[src/rtl/irq_pkg.sv]
// Shared constants for the interrupt controller: register offsets,
// FSM state encoding and core vector base.
package irq_pkg;

    localparam logic [2:0] OFF_PENDING = 3'd0;
    localparam logic [2:0] OFF_MASK    = 3'd1;
    localparam logic [2:0] OFF_GIE     = 3'd2;
    localparam logic [2:0] OFF_EOI     = 3'd3;
    localparam logic [2:0] OFF_STATUS  = 3'd4;

    typedef enum logic [1:0] {
        IDLE = 2'd0,
        REQ  = 2'd1,
        SVC  = 2'd2
    } state_t;

    localparam logic [31:0] VEC_BASE = 32'h80;

    // Core-side entry point for a given IRQ id.
    function automatic logic [31:0] vector_pc(input logic [2:0] id);
        return VEC_BASE * (32'(id) + 32'd1);
    endfunction

endpackage

[src/rtl/irq_sync_edge.sv]
// Per-source synchroniser with a registered rising-edge pulse.
module irq_sync_edge #(
    parameter int SYNC_STAGES = 2
) (
    input  logic clk,
    input  logic rst_n,
    input  logic src,
    output logic level,
    output logic rise
);

    logic [SYNC_STAGES-1:0] sync_q;
    logic                   prev_q;
    logic                   rise_q;

    always_ff @(posedge clk or negedge rst_n) begin
        if (!rst_n) begin
            sync_q <= '0;
            prev_q <= 1'b0;
            rise_q <= 1'b0;
        end else begin
            sync_q <= {sync_q[SYNC_STAGES-2:0], src};
            prev_q <= sync_q[SYNC_STAGES-1];
            rise_q <= sync_q[SYNC_STAGES-1] & ~prev_q;
        end
    end

    assign level = sync_q[SYNC_STAGES-1];
    assign rise  = rise_q;

endmodule

[src/rtl/irq_controller.sv]
// Interrupt controller: pending/mask/enable registers, lowest-index
// priority and a req/ack/EOI handshake towards the core.
module irq_controller
    import irq_pkg::*;
#(
    parameter int         NUM_SRC     = 8,
    parameter int         SYNC_STAGES = 2,
    parameter logic [7:0] EDGE_MASK   = 8'hFF
) (
    input  logic               clk,
    input  logic               rst_n,
    input  logic [NUM_SRC-1:0] irq_src,
    output logic               irq_req,
    output logic [2:0]         irq_id,
    input  logic               irq_ack,
    input  logic               bus_sel,
    input  logic               bus_we,
    input  logic [2:0]         bus_addr,
    input  logic [31:0]        bus_wd,
    output logic [31:0]        bus_rd
);

    localparam logic [NUM_SRC-1:0] EDGE = EDGE_MASK[NUM_SRC-1:0];

    logic [NUM_SRC-1:0] level, rise;
    logic [NUM_SRC-1:0] pending_q, pending_d, mask_q;
    logic [NUM_SRC-1:0] elig, w1c, ack_clr, id_hot;
    logic               gie_q, wr, eoi_wr, held;
    state_t             state_q, state_d;
    logic [2:0]         id_q, id_d, svc_q, svc_d, winner;
    logic               unused_bits;

    for (genvar gi = 0; gi < NUM_SRC; gi++) begin : g_src
        irq_sync_edge #(
            .SYNC_STAGES(SYNC_STAGES)
        ) u_sync (
            .clk  (clk),
            .rst_n(rst_n),
            .src  (irq_src[gi]),
            .level(level[gi]),
            .rise (rise[gi])
        );
    end

    assign unused_bits = ^bus_wd;
    assign wr     = bus_sel & bus_we;
    assign eoi_wr = wr && (bus_addr == OFF_EOI);
    assign w1c    = (wr && bus_addr == OFF_PENDING) ?
                    bus_wd[NUM_SRC-1:0] : '0;
    assign elig   = gie_q ? (pending_q & ~mask_q) : '0;

    always_comb begin
        id_hot = '0;
        winner = 3'd0;
        for (int i = 0; i < NUM_SRC; i++) begin
            id_hot[i] = (id_q == 3'(i));
        end
        for (int i = NUM_SRC - 1; i >= 0; i--) begin
            if (elig[i]) winner = 3'(i);
        end
    end

    assign held    = |(elig & id_hot);
    assign ack_clr = (state_q == REQ && irq_ack) ? id_hot : '0;

    // New edge beats any clear; level sources just track the input.
    always_comb begin
        pending_d = '0;
        for (int i = 0; i < NUM_SRC; i++) begin
            if (EDGE[i])
                pending_d[i] = rise[i] |
                    (pending_q[i] & ~(w1c[i] | ack_clr[i]));
            else
                pending_d[i] = level[i];
        end
    end

    always_comb begin
        state_d = state_q;
        id_d    = id_q;
        svc_d   = svc_q;
        unique case (state_q)
            IDLE: begin
                if (|elig) begin
                    state_d = REQ;
                    id_d    = winner;
                end
            end
            REQ: begin
                if (irq_ack) begin
                    state_d = SVC;
                    svc_d   = id_q;
                end else if (!held) begin
                    state_d = IDLE;
                end
            end
            SVC: begin
                if (eoi_wr) state_d = IDLE;
            end
            default: state_d = IDLE;
        endcase
    end

    always_ff @(posedge clk or negedge rst_n) begin
        if (!rst_n) begin
            pending_q <= '0;
            mask_q    <= '1;
            gie_q     <= 1'b0;
            state_q   <= IDLE;
            id_q      <= 3'd0;
            svc_q     <= 3'd0;
        end else begin
            pending_q <= pending_d;
            state_q   <= state_d;
            id_q      <= id_d;
            svc_q     <= svc_d;
            if (wr && bus_addr == OFF_MASK)
                mask_q <= bus_wd[NUM_SRC-1:0];
            if (wr && bus_addr == OFF_GIE)
                gie_q <= bus_wd[0];
        end
    end

    assign irq_req = (state_q == REQ);
    assign irq_id  = id_q;

    always_comb begin
        bus_rd = '0;
        if (bus_sel) begin
            case (bus_addr)
                OFF_PENDING: bus_rd = 32'(pending_q);
                OFF_MASK:    bus_rd = 32'(mask_q);
                OFF_GIE:     bus_rd = {31'b0, gie_q};
                OFF_STATUS:  bus_rd = {25'b0, svc_q, 2'b0, state_q};
                default:     bus_rd = '0;
            endcase
        end
    end

endmodule

[config.mk]
export PLATFORM = sky130hd
export DESIGN_NAME = irq_controller
export DESIGN_NICKNAME = d
export VERILOG_FILES = /design/src/rtl/irq_pkg.sv /design/src/rtl/irq_sync_edge.sv /design/src/rtl/irq_controller.sv
export SDC_FILE = /design/constraint.sdc
export NUM_CORES = 1
export LEC_CHECK = 0
export BUFFER_PORTS_ARGS = -buffer_cell sky130_fd_sc_hd__buf_2
export CORE_ASPECT_RATIO = 0.7
export CORE_MARGIN = 4
export CORE_UTILIZATION = 32
export DETAILED_ROUTE_END_ITERATION = 10
export SLEW_MARGIN = 20
export SYNTH_ARGS = -nofsm -noshare
export SYNTH_HDL_FRONTEND = slang
export SYNTH_SLANG_ARGS = --single-unit
[constraint.sdc]
create_clock -name clk -period 2.35 [get_ports clk]
set_input_delay 0.3525 -clock clk [delete_from_list [all_inputs] [get_ports clk]]
set_output_delay 0.3525 -clock clk [all_outputs]
set_load 0.01 [all_outputs]
==> results.md, run 1 <==
- Summed over all layers, the global routing overflow is 0.
- Setup repair after global routing left no endpoint under its margin.
- The insertion delay of the later-clocked pin in the worst-skew pair is 0.33 ns.
- The setup clock skew after layout is ~0.005 ns.
- The average wire per standard cell is roughly 15 um.
- The die is around 120 um wide.
- The floorplan step defined a die boundary enclosing ~9700 um2.
- The final instance count without filler cells is 361.
- From synthesis to final layout, the design area changed by 17.9%.
- The proportion of register bits with asynchronous set or reset after synthesis is 100%.
- The number of buffers inserted by hold repair at cts is 0.
- Post-CTS timing repair inserted 0 buffers for setup.
- The share of the core filled with cells in the final layout is 38.9%.
- Leaving out fill and tap cells, the most frequent cells in the layout are sky130_fd_sc_hd__dfrtp_1 (49), sky130_fd_sc_hd__buf_2 (35), sky130_fd_sc_hd__conb_1 (24), sky130_fd_sc_hd__nor2b_1 (17), sky130_fd_sc_hd__nor2_1 (16).
- After synthesis the cells add up to between 2000 and 3000 um2.
- The path class of the lowest-slack min-delay path is input port to flop.
- In this run the static leakage power is about 0.0014 uW.
- For the pin with the worst max-slew slack, the measured transition is roughly 0.71 ns.
- The final count of pins violating max slew is 0.
- STA classifies the critical path startpoint as a flop.
- The die outline height is ~84 um.
- The buffer levels on the longest clock path is 2.
- The number of antenna diodes in the final layout is 0.
- The most used flip-flop cell after synthesis is sky130_fd_sc_hd__dfrtp_1.
- Based on the critical path, the design can be clocked at up to roughly 0.52 GHz.
- For this run, the detailed router's first-pass iteration total came to 4.
- The row count is 27.
- The final RePlAce weighted congestion is approximately 0.88.
- The final routed wirelength across all metal layers is 5330 um.
- For this configuration, the core starts out at a cell density of around 33%.
- The routed layout has between 1500 and 2000 vias.
- The number of DRC violations after detailed routing is 0.
- The HPWL after detailed placement is 3710 um.
- The detailed router finished its first iteration with 84 violations.
- The most critical setup path has its startpoint at mask_q[0]$_DFFE_PN1P_.
- The setup slack on the worst flop-to-flop path is between 0.6 and 0.7 ns.
- The count of unique library cells instantiated by Yosys is 45.
- The clock tree root driver cell is sky130_fd_sc_hd__clkbuf_16.
- CTS built an H-tree with a depth of 3.
- The most critical setup path has its endpoint at bus_rd[0].
- The number of clock buffers added by TritonCTS is 9.
- Sequential elements use 55.0% of the synthesized area.
- Once detail routing completed, the nets flagged for antenna violations numbered 0.
- Along the worst path, the maximum fanout reaches 3.
- Max-cap violations in this run came to 0.
- The boundary pin count is 84.
- In the global route stage, overall resource usage came out at between 10% and 20%.
- The number of antenna violations at the first check in global routing is 0.
- Dividing the synthesized area by the synthesized cell count gives about 12 um2.
- Of the available clock period, the critical path in the final layout requires 81.4%.
- The net count of the finished layout is 303.
- The worst-case IR drop observed on VDD is about 400 uV.
- The worst hold slack is roughly 0.13 ns.
- The CTS sink count is 57.
- The via count of the first global-routing pass was around 1700.
- The total negative slack for setup checks is 0 ns.
- The number of synthesized register bits is 57.
- The maximum number of pins on one net before global-route repair is 58.
- The total area inside the core boundary comes to between 7000 and 8000 um2.
- After clock tree synthesis, the clock-pin slew on the worst setup and hold paths is 0.05 ns.
- At the worst endpoint, the arrival time is 1.56 ns.
- The final hold violation count came to 0.
- During synthesis, Yosys emitted a total of 0 warnings.
- The total power divided by cell area is around 1100 nW/um2.
- The synthesized instance count is 216.
- The worst register-to-register path has a depth of 4.
- The overall power after layout is 3260 uW.
- Counting flops with a built-in enable in the synthesized netlist gives 0.
- Including well taps, the total number of placed cells is 345.
- The endpoint identified for the worst register-to-register timing path is pending_q[0]$_DFF_PN0_.
- The via density per instance is roughly 4.7.
- Leaving out fill and tap cells, the most frequent cell in the layout is sky130_fd_sc_hd__dfrtp_1.
- The final count of negative-setup-slack endpoints is 0.
- The relative max-transition margin is about 53%.
- The number of buffers added on ports is 35.
- The first global-routing pass estimated 8560 um of wire.
- TritonCTS built the clock tree.
- Post-CTS repair changed the size of 0 cells.
- The critical path required time is 2.00 ns.
- The flow ran to the end, and the final reports show no timing, DRC or antenna violations.
- The share of cells above drive strength 1 is around 30%.
- The clock period could shrink to about 1.9 ns.
- STA classifies the critical path endpoint as an output port.
- The worst setup path category is flop to output port.
- The reg-to-reg critical path startpoint is state_q[1]$_DFFE_PN0P_.
cells by family (layout without fill, tap and decap cells):
kind of cell           count (synthesis)  after routing  synth area share [%]
flip-flops                            57             57                  55.0
AO/OA/AOI/OAI                         40             40                  11.5
AND/OR/NAND/NOR                       65             65                  14.3
multiplexers                          21             21                  10.3
other                                  1             24                 0.144
buffers and inverters                 32             53                  8.77
worst max-delay path, cell delays in order, from the launching register on:
cell and delay [ns]:
sky130_fd_sc_hd__dfstp_2 0.54, sky130_fd_sc_hd__mux2i_1 0.07, sky130_fd_sc_hd__o22a_1 0.21, sky130_fd_sc_hd__o32ai_1 0.13
sky130_fd_sc_hd__and2_1 0.17, sky130_fd_sc_hd__buf_2 0.13
metal layers:
layer  up-vias  wire [um]  track usage, %
met4         0        131            6.01
li1        786          -               -
met3        17        446            4.78
met1       825       2480            16.1
met2        76       2280            15.7
met5         -          0               0
flip-flops by register name (all words and copies together) (netlist names):
register,count
g_src.u_sync.sync_q,16
g_src.u_sync.prev_q,8
g_src.u_sync.rise,8
mask_q,8
pending_q,8
irq_id,3
svc_q,3
state_q,2
gie_q,1
where the power goes:
part	internal (uW)	switching, uW	leakage [uW]	total, uW
Clock	822	455	0.000139	1280
Sequential	1160	180	0.000653	1340
Combinational	314	331	0.000630	645
worst min-delay path by stage:
| stage | start | end | slack (ns) | depth (start not counted) |
|---|---|---|---|---|
| finish | irq_src[4] | g_src[4].u_sync.sync_q[0]$_DFF_PN0_ | 0.13 | 1 |
| global route | irq_src[6] | g_src[6].u_sync.sync_q[0]$_DFF_PN0_ | 0.11 | 1 |
| CTS | irq_src[4] | g_src[4].u_sync.sync_q[0]$_DFF_PN0_ | 0.11 | 1 |
| global placement | g_src[0].u_sync.sync_q[0]$_DFF_PN0_ | g_src[0].u_sync.sync_q[1]$_DFF_PN0_ | 0.33 | 0 |
| floorplan | rst_n | g_src[0].u_sync.prev_q$_DFF_PN0_ | 0.06 | 0 |
| detailed placement | g_src[7].u_sync.sync_q[0]$_DFF_PN0_ | g_src[7].u_sync.sync_q[1]$_DFF_PN0_ | 0.33 | 0 |
Yosys cell counts (all sizes together) (5+ instances only):
cell | instances | area, um2
a21o | 9 | 67.6
a21oi | 5 | 25.0
a22oi | 7 | 52.6
buf | 29 | 216
dfrtp | 49 | 1230
dfstp | 8 | 210
mux2 | 12 | 165
mux2i | 8 | 80.1
nand2 | 8 | 30.0
nand2b | 9 | 56.3
nor2 | 16 | 60.1
nor2b | 17 | 106
area by class of cell:
class                           instances  area [um2]
Fill cell                             766        4830
Clock inverter                          6        67.6
Multi-Input combinational cell        150        1030
Sequential cell                        57        1440
Clock buffer                           10         229
Timing Repair Buffer                   36         183
Tap cell                              101         126
Inverter                                1        3.75
through the flow:
step                instance area, um2  setup slack, ns
finish                            3080            0.437
global route                      3080            0.392
CTS                               3080            0.437
detailed placement                2780            0.463
global placement                  2780            0.483
floorplan                         2700            0.891
No activity file was read; power rests on OpenSTA's default activity.
==> run 2, diff against run 1 <==
==> constraint.sdc (replaced) <==
create_clock -name clk -period 1.9 [get_ports clk]
set_input_delay 0.285 -clock clk [delete_from_list [all_inputs] [get_ports clk]]
set_output_delay 0.285 -clock clk [all_outputs]
set_load 0.01 [all_outputs]
==> results.md, run 2 (synthesized netlist as in run 1, its figures left out) <==
- The boundary pin count is 84 (unchanged).
- Setup repair after global routing left no endpoint under its margin.
- The setup slack at placement was 0.223 ns (-0.241 ns).
- The post-detailed-placement half-perimeter wirelength is 3780 um (+2.0%).
- The total negative slack for setup checks is 0 ns (unchanged).
- The CTS sink count is 57 (unchanged).
- The core footprint came to 7910 um2 (unchanged).
- The row count is 27 (unchanged).
- The die outline area was 9690 um2 (unchanged).
- The share of cells above drive strength 1 is 30.6% (+0.95 points).
- The type of element launching the critical path is a flop.
- The count of max-cap constraint violations is 0 (unchanged).
- The largest incremental delay on the critical path came to 0.53 ns (about the same).
- The biggest fanout along the worst timing path is 10 (+7).
- The width of the die is 116 um (unchanged).
- The switching part of the total power came to 28.4% (-1.2 points).
- The CTS buffer count is 9 (unchanged).
- The leading cell type in the layout, fill and taps excluded is sky130_fd_sc_hd__dfrtp_1.
- The number of flip-flops under the largest register name was 16 (unchanged).
- The number of antenna violations at the first check in global routing is 0 (unchanged).
- For this run, the top clock speed supported by timing is around 0.55 GHz.
- The number of H-tree levels came to 3 (unchanged).
- The via density per instance is 4.75 (+0.60%).
- The flow ran to the end, and the final reports show no timing, DRC or antenna violations.
- The aggregate global routing overflow is 0 (unchanged).
- The critical path required time is 1.62 ns (-0.38 ns).
- The data arrival time of the worst path is 1.53 ns (-0.03 ns).
- The count of inserted antenna diode cells is 0 (unchanged).
- The setup clock skew after layout is 0.00255 ns (-0.00232 ns).
- The worst setup path category is flop to output port.
- The final RePlAce weighted congestion is 0.880 (+0.19%).
- The number of detailed-route iterations in the first pass is 4 (unchanged).
- The global router's overall resource usage is 11.7% (-0.022 points).
- The filler cell count in the final layout is 769 (+0.39%).
- In the layout the commonest cells are sky130_fd_sc_hd__dfrtp_1 (49), sky130_fd_sc_hd__buf_2 (35), sky130_fd_sc_hd__conb_1 (24), sky130_fd_sc_hd__nor2b_1 (17), sky130_fd_sc_hd__nor2_1 (16).
- The maximum number of pins on one net before global-route repair is 38 (-34%).
- The register with the highest flop count is g_src.u_sync.sync_q.
- The number of buffers added on ports is 35 (unchanged).
- The final critical path takes up 95.5% of the cycle.
- The detailed-route via count is 1738 (+2.0%).
- The part of the power in combinational logic is 19.8% (about the same).
- The number of DRC violations after detailed routing is 0 (unchanged).
- The final count of negative-setup-slack endpoints was 0 (unchanged).
- The power dissipated by switching net loads came to 1160 uW (+20%).
- The worst path setup slack after routing is 0.0861 ns (-0.351 ns).
- The post-route antenna net violation count is 0 (unchanged).
- The clock-pin slew of the registers on the worst-case setup and hold paths is 0.05 ns (about the same).
- The buffer levels on the longest clock path is 2 (unchanged).
- The die outline height came to 83.6 um (unchanged).
- The area growth from synthesis to final layout is 20.3%.
- The final-stage net count was 308 (+1.7%).
- The tree is rooted in a sky130_fd_sc_hd__clkbuf_16.
- The power share of the sequential group is 40.7% (-0.3 points).
- The final count of pins violating max slew is 0 (unchanged).
- The final routed wirelength across all metal layers was 5340 um (+0.19%).
- The initial cell density of the core is 33.0% (unchanged).
- The largest individual stage delay along the critical path comes from the cell sky130_fd_sc_hd__dfrtp_1.
- The worst hold slack is 0.0646 ns (-0.0610 ns).
- The number of gates resized after cts is 0 (unchanged).
- The first-pass GRT wire length is 8490 um (-0.81%).
- The via count of the first global-routing pass is 1652 (-0.78%).
- The average wire per standard cell was 14.6 um (-1.2%).
- The DRC marker count from the first detailed-route iteration was 82 (-2.4%).
- The kind of end point of the critical path is an output port.
- The peak ir drop on the vdd network is 542 uV (+35%).
- The TritonCTS clock tree is done.
- The worst path in the final design needs a cycle of roughly 1.8 ns, including I/O delays and setup.
- The path class of the lowest-slack min-delay path is input port to flop.
- The clock network power share is 39.5% (+0.3 points).
- The static leakage is 0.00146 uW (+2.7%).
- The internal power of the cells is 2910 uW (+27%).
- Traced cell by cell, the critical path runs through nand2_1, o22a_1, o32ai_1, and2_1, buf_2.
- The insertion delay of the later-clocked pin in the worst-skew pair is 0.32 ns (about the same).
- The final hold violation count is 0 (unchanged).
- The total power divided by cell area came to 1300 nW/um2 (+22%).
==> run 2: cell types whose count changed in the layout (fill, tap and decap cells not counted) <==
| cell | previous run | this run |
|---|---|---|
| sky130_fd_sc_hd__clkbuf_8 | 0 | 2 |
| sky130_fd_sc_hd__inv_6 | 1 | 0 |
| sky130_fd_sc_hd__clkinvlp_4 | 2 | 1 |
| sky130_fd_sc_hd__dlygate4sd3_1 | 0 | 1 |
| sky130_fd_sc_hd__buf_4 | 1 | 4 |
| sky130_fd_sc_hd__buf_12 | 0 | 1 |
==> run 2: power groups by stage <==
| stage | registers [uW] | logic, uW | clock network [uW] |
|---|---|---|---|
| 2_1_floorplan | 1570 | 651 | 0 |
| 3_3_place_gp | 1660 | 783 | 0 |
| 3_5_place_dp | 1670 | 792 | 0 |
| 4_1_cts | 1650 | 802 | 1660 |
| 5_1_grt | 1690 | 898 | 1720 |
| 6_report | 1660 | 806 | 1610 |
==> run 2: stage by stage <==
step           power [uW]  cell area, um2  cells  util (%)
6_report             4070            3140    366      39.7
5_1_grt              4310            3140    366      39.7
4_1_cts              4110            3140    366      39.7
3_5_place_dp         2460            2820    349      35.7
3_3_place_gp         2450            2820    349      35.7
2_1_floorplan        2220            2700    239         -
==> run 2: worst max-delay path, delay by kind of cell (launching register included) <==
kind	cells	cell delay, ns
simple gates	2	0.25
flops	1	0.53
compound gates	2	0.30
buf+inv	1	0.12
==> run 2: worst paths after layout <==
check / startpoint / cells after the start / endpoint / slack (ns)
setup / recovery: gie_q$_DFFE_PN0P_ / 5 / bus_rd[0] / 0.09
hold / removal: irq_src[5] / 1 / g_src[5].u_sync.sync_q[0]$_DFF_PN0_ / 0.06
setup reg to reg: state_q[1]$_DFFE_PN0P_ / 4 / pending_q[3]$_DFF_PN0_ / 0.15
hold reg to reg: g_src[3].u_sync.sync_q[0]$_DFF_PN0_ / 0 / g_src[3].u_sync.sync_q[1]$_DFF_PN0_ / 0.34
max in group asynchronous: rst_n / 3 / mask_q[2]$_DFFE_PN1P_ / 0.83
min in group asynchronous: rst_n / 2 / g_src[6].u_sync.sync_q[0]$_DFF_PN0_ / 0.45
==> run 2: cell type report <==
cell class	count	area (um2)	share of cell area (%)
sequential	57	1440	45.7
multi-input combinational	150	1030	32.8
clock buffer	12	256	8.17
timing repair buffer	41	235	7.49
tap	101	126	4.02
clock inverter	4	51.3	1.63
inverter	1	3.75	0.120
==> run 2: metal layers <==
metal	vias up	wire length [um]	global-route usage, %
met2	59	2310	16.7
met1	865	2510	15.2
li1	796	-	-
met3	18	403	6.09
met5	-	0	0
met4	0	118	4.11
==> run 2: repair_timing <==
action                     in CTS  in global routing
hold endpoints to repair       20                  0
hold buffers                    1                  0
setup endpoints to repair       0                  0
setup buffers                   0                  0
==> run 3, diff against run 2 <==
--- a/config.mk
+++ b/config.mk
@@ -13,4 +13,5 @@
 export SLEW_MARGIN = 20
 export SYNTH_ARGS = -nofsm -noshare
 export SYNTH_HDL_FRONTEND = slang
+export SYNTH_HIERARCHICAL = 1
 export SYNTH_SLANG_ARGS = --single-unit
==> results.md, run 3 <==
- The flow ran to the end, and the final reports show no timing, DRC or antenna violations.
- The CTS buffer count is 9 (unchanged).
- The share of the core filled with cells in the final layout is 40.3% (+0.57 points).
- The final-stage net count is 308 (unchanged).
- The detailed-route via count is 1673 (-3.7%).
- The static leakage is 0.00145 uW (-0.63%).
- The die outline height is 83.1 um (-0.50%).
- The core footprint is 7870 um2 (-0.43%).
- The number of flip-flops under the largest register name came to 16 (unchanged).
- The kind of cell adding the most delay to the critical path is simple AND/OR/NAND/NOR gates.
- The total power divided by cell area is 1340 nW/um2 (+3.1%).
- The total negative slack for setup checks is 0 ns (unchanged).
- STA classifies the critical path endpoint as a flop.
- The final count of negative-setup-slack endpoints is 0 (unchanged).
- The TritonCTS clock tree is done.
- The cell accounting for the most synthesized area is sky130_fd_sc_hd__dfrtp_1.
- The most used flip-flop cell after synthesis is sky130_fd_sc_hd__dfrtp_1.
- The final RePlAce weighted congestion is 0.868 (-1.3%).
- The highest clock frequency the design can meet is 0.550 GHz (-0.28%).
- Setup repair after global routing left no endpoint under its margin.
- The clock-pin slew of the registers on the worst-case setup and hold paths came to 0.05 ns (about the same).
- The share of cells above drive strength 1 is 34.7% (+4.2 points).
- The routed length on met1 is 2630 um (+4.8%).
- The setup clock skew after layout is 0.00502 ns (+0.00247 ns).
- The DRC marker count from the first detailed-route iteration is 127 (+55%).
- The cell count after placement is 349 (unchanged).
- The synthesis warning total was 6 (+6).
- The number of antenna violations at the first check in global routing is 0 (unchanged).
- The count of inserted antenna diode cells is 0 (unchanged).
- The destination of the worst register-to-register timing path is irq_id[0]$_DFFE_PN0P_.
- The row count is 27 (unchanged).
- Ranked by flip-flop count, first place goes to g_src.u_sync/sync_q.
- The worst hold path terminates at g_src[3].u_sync/sync_q[0]$_DFF_PN0_.
- The biggest fanout along the worst timing path is 5 (-5).
- The data arrival time of the worst path is 2.02 ns (+0.49 ns).
- Sorting the synthesized cells by how often they occur yields sky130_fd_sc_hd__dfrtp_1 (49), sky130_fd_sc_hd__buf_4 (24), sky130_fd_sc_hd__nor2_1 (12), sky130_fd_sc_hd__mux2_2 (11), sky130_fd_sc_hd__nor2b_1 (11).
- In the layout the commonest cells are sky130_fd_sc_hd__dfrtp_1 (49), sky130_fd_sc_hd__buf_2 (35), sky130_fd_sc_hd__conb_1 (24), sky130_fd_sc_hd__nor2_1 (12).
- The final instance count without filler cells was 366 (unchanged).
- The width of the die came to 115 um (-0.52%).
- The path class of the lowest-slack min-delay path is input port to flop.
- The reg-to-reg critical path startpoint is mask_q[5]$_DFFE_PN1P_.
- The post-route antenna net violation count came to 0 (unchanged).
- The final count of pins violating max slew is 0 (unchanged).
- The post-CTS setup repair buffer count is 0 (unchanged).
- The number of detailed-route iterations in the first pass was 4 (unchanged).
- The instance count along the most critical hold path is 1 (unchanged).
- The worst hold path begins at irq_src[3].
- The final routed wirelength across all metal layers is 5380 um (+0.65%).
- Signal routing reaches up to met4.
- The highest-delay cell along the critical path is sky130_fd_sc_hd__dfstp_2.
- The path depth of the worst reg2reg path is 4 (unchanged).
- The average wire per standard cell is 14.7 um (+0.65%).
- The setup slack on the worst flop-to-flop path is 0.08 ns (-0.07 ns).
- The post-detailed-placement half-perimeter wirelength is 3910 um (+3.5%).
- The post-synthesis area per instance came to 12.2 um2 (+0.76%).
- The insertion delay of the later-clocked pin in the worst-skew pair was 0.33 ns (about the same).
- Sorting the synthesized cells by area gives the leading types as sky130_fd_sc_hd__dfrtp_1 (48%), sky130_fd_sc_hd__dfstp_2 (8.1%), sky130_fd_sc_hd__buf_4 (7.0%), sky130_fd_sc_hd__mux2_2 (4.8%), sky130_fd_sc_hd__nor2b_4 (4.8%).
- The number of DRC violations after detailed routing is 0 (unchanged).
- The post-route minimum period is 1.82 ns (+0.00501 ns).
- The most common cell in the synthesized netlist is sky130_fd_sc_hd__dfrtp_1.
- The sequential-to-total area share from yosys stat is 55.6% (+0.61 points).
- The post-route fraction of the period consumed by the critical path is 95.7% (+0.26 points).
- The first-pass GRT wire length is 8790 um (+3.5%).
- The via count of the first global-routing pass is 1659 (+0.42%).
- The clock tree root driver cell is sky130_fd_sc_hd__clkbuf_16.
- The area growth from synthesis to final layout is 22.9%.
- The count of unique library cells instantiated by Yosys is 40 (-11%).
- The worst setup path category is flop to flop.
- The count of buffer and inverter cells on the critical path is 0 (-1).
- The proportion of register bits with asynchronous set or reset after synthesis is 100% (unchanged).
- The signal on the critical path passes through nor2b_4, or4_4, o211ai_2, mux2_1.
- The met2 routed wirelength was 2170 um (-5.9%).
- The largest incremental delay on the critical path is 0.56 ns (+0.03 ns).
- The library cell used most frequently in the layout, excluding fill and tap cells, is sky130_fd_sc_hd__dfrtp_1.
- The number of synthesized register bits came to 57 (unchanged).
- The peak ir drop on the vdd network is 498 uV (-8.1%).
- The met3 wire length was 493 um (+22%).
- The number of H-tree levels was 3 (unchanged).
- The via density per instance was 4.57 (-3.7%).
- The final hold violation count came to 0 (unchanged).
- The maximum number of pins on one net before global-route repair is 58 (+53%).
- The number of synthesized flops with an enable pin is 0 (unchanged).
- The synthesized instance count is 212 (-1.9%).
- The initial cell density of the core is 32.8% (-0.22 points).
- The number of buffers added on ports is 35 (unchanged).
- The critical path launch point is mask_q[5]$_DFFE_PN1P_.
- The CTS sink count is 57 (unchanged).
- The count of max-cap constraint violations is 0 (unchanged).
- The aggregate global routing overflow is 0 (unchanged).
- The cell area after synthesis was 2580 um2 (-1.1%).
- The buffer levels on the longest clock path is 2 (unchanged).
- The top-area cell type share of the netlist area is 47.5% (+0.52 points).
- The boundary pin count came to 84 (unchanged).
- The die outline area is 9590 um2 (-1.0%).
- The critical path required time is 2.10 ns (+0.48 ns).
- STA classifies the critical path startpoint as a flop.
- The global router's overall resource usage is 12.2% (+0.51 points).
==> run 3: per-stage QoR <==
stage               area (um2)  worst slack (ns)  hold slack, ns  power, uW
global route              3170            0.0389          0.0469       4480
global placement          2830            0.0871           0.306       2510
finish                    3170            0.0811          0.0590       4240
detailed placement        2830            0.0899           0.310       2530
CTS                       3170            0.0759          0.0446       4290
floorplan                 2670             0.168         -0.0106       2230
==> run 3: area by class of cell <==
type,count,area (um2)
fillers,757,4700
flip-flops and latches,57,1440
multi-input cells,144,1010
repair buffers,43,250
clock buffers,10,239
well taps,101,126
clock inverters,6,91.3
inverters,5,18.8
==> run 3: power breakdown <==
| part | internal [uW] | switching (uW) | total (uW) |
|---|---|---|---|
| sequential | 1440 | 215 | 1650 |
| clock | 1180 | 546 | 1730 |
| combinational | 403 | 456 | 859 |
==> run 3: cells by family after synthesis <==
logic type      share of synthesized area, %
simple gates                            15.1
buf+inv                                 8.58
other cells                            0.145
mux                                     8.34
compound gates                          12.2
flops                                   55.6
==> run 3: worst max-delay path by stage <==
stage	end	cells past startpoint
6_report	irq_id[0]$_DFFE_PN0P_	4
4_1_cts	irq_id[0]$_DFFE_PN0P_	4
3_5_place_dp	irq_id[0]$_DFFE_PN0P_	4
5_1_grt	irq_id[0]$_DFFE_PN0P_	4
3_3_place_gp	irq_id[0]$_DFFE_PN0P_	4
2_1_floorplan	irq_id[0]$_DFFE_PN0P_	4
==> run 3: what timing repair did <==
action,CTS,global route
hold buffers,1,0
hold endpoints to repair,49,0
gates resized for setup,0,0
==> run 3: metal layers <==
| layer | vias to the layer above | GRT usage, % |
|---|---|---|
| li1 | 796 | - |
| met4 | 0 | 4.80 |
| met5 | - | 0 |
| met3 | 7 | 5.17 |
| met1 | 802 | 18.2 |
| met2 | 68 | 15.4 |
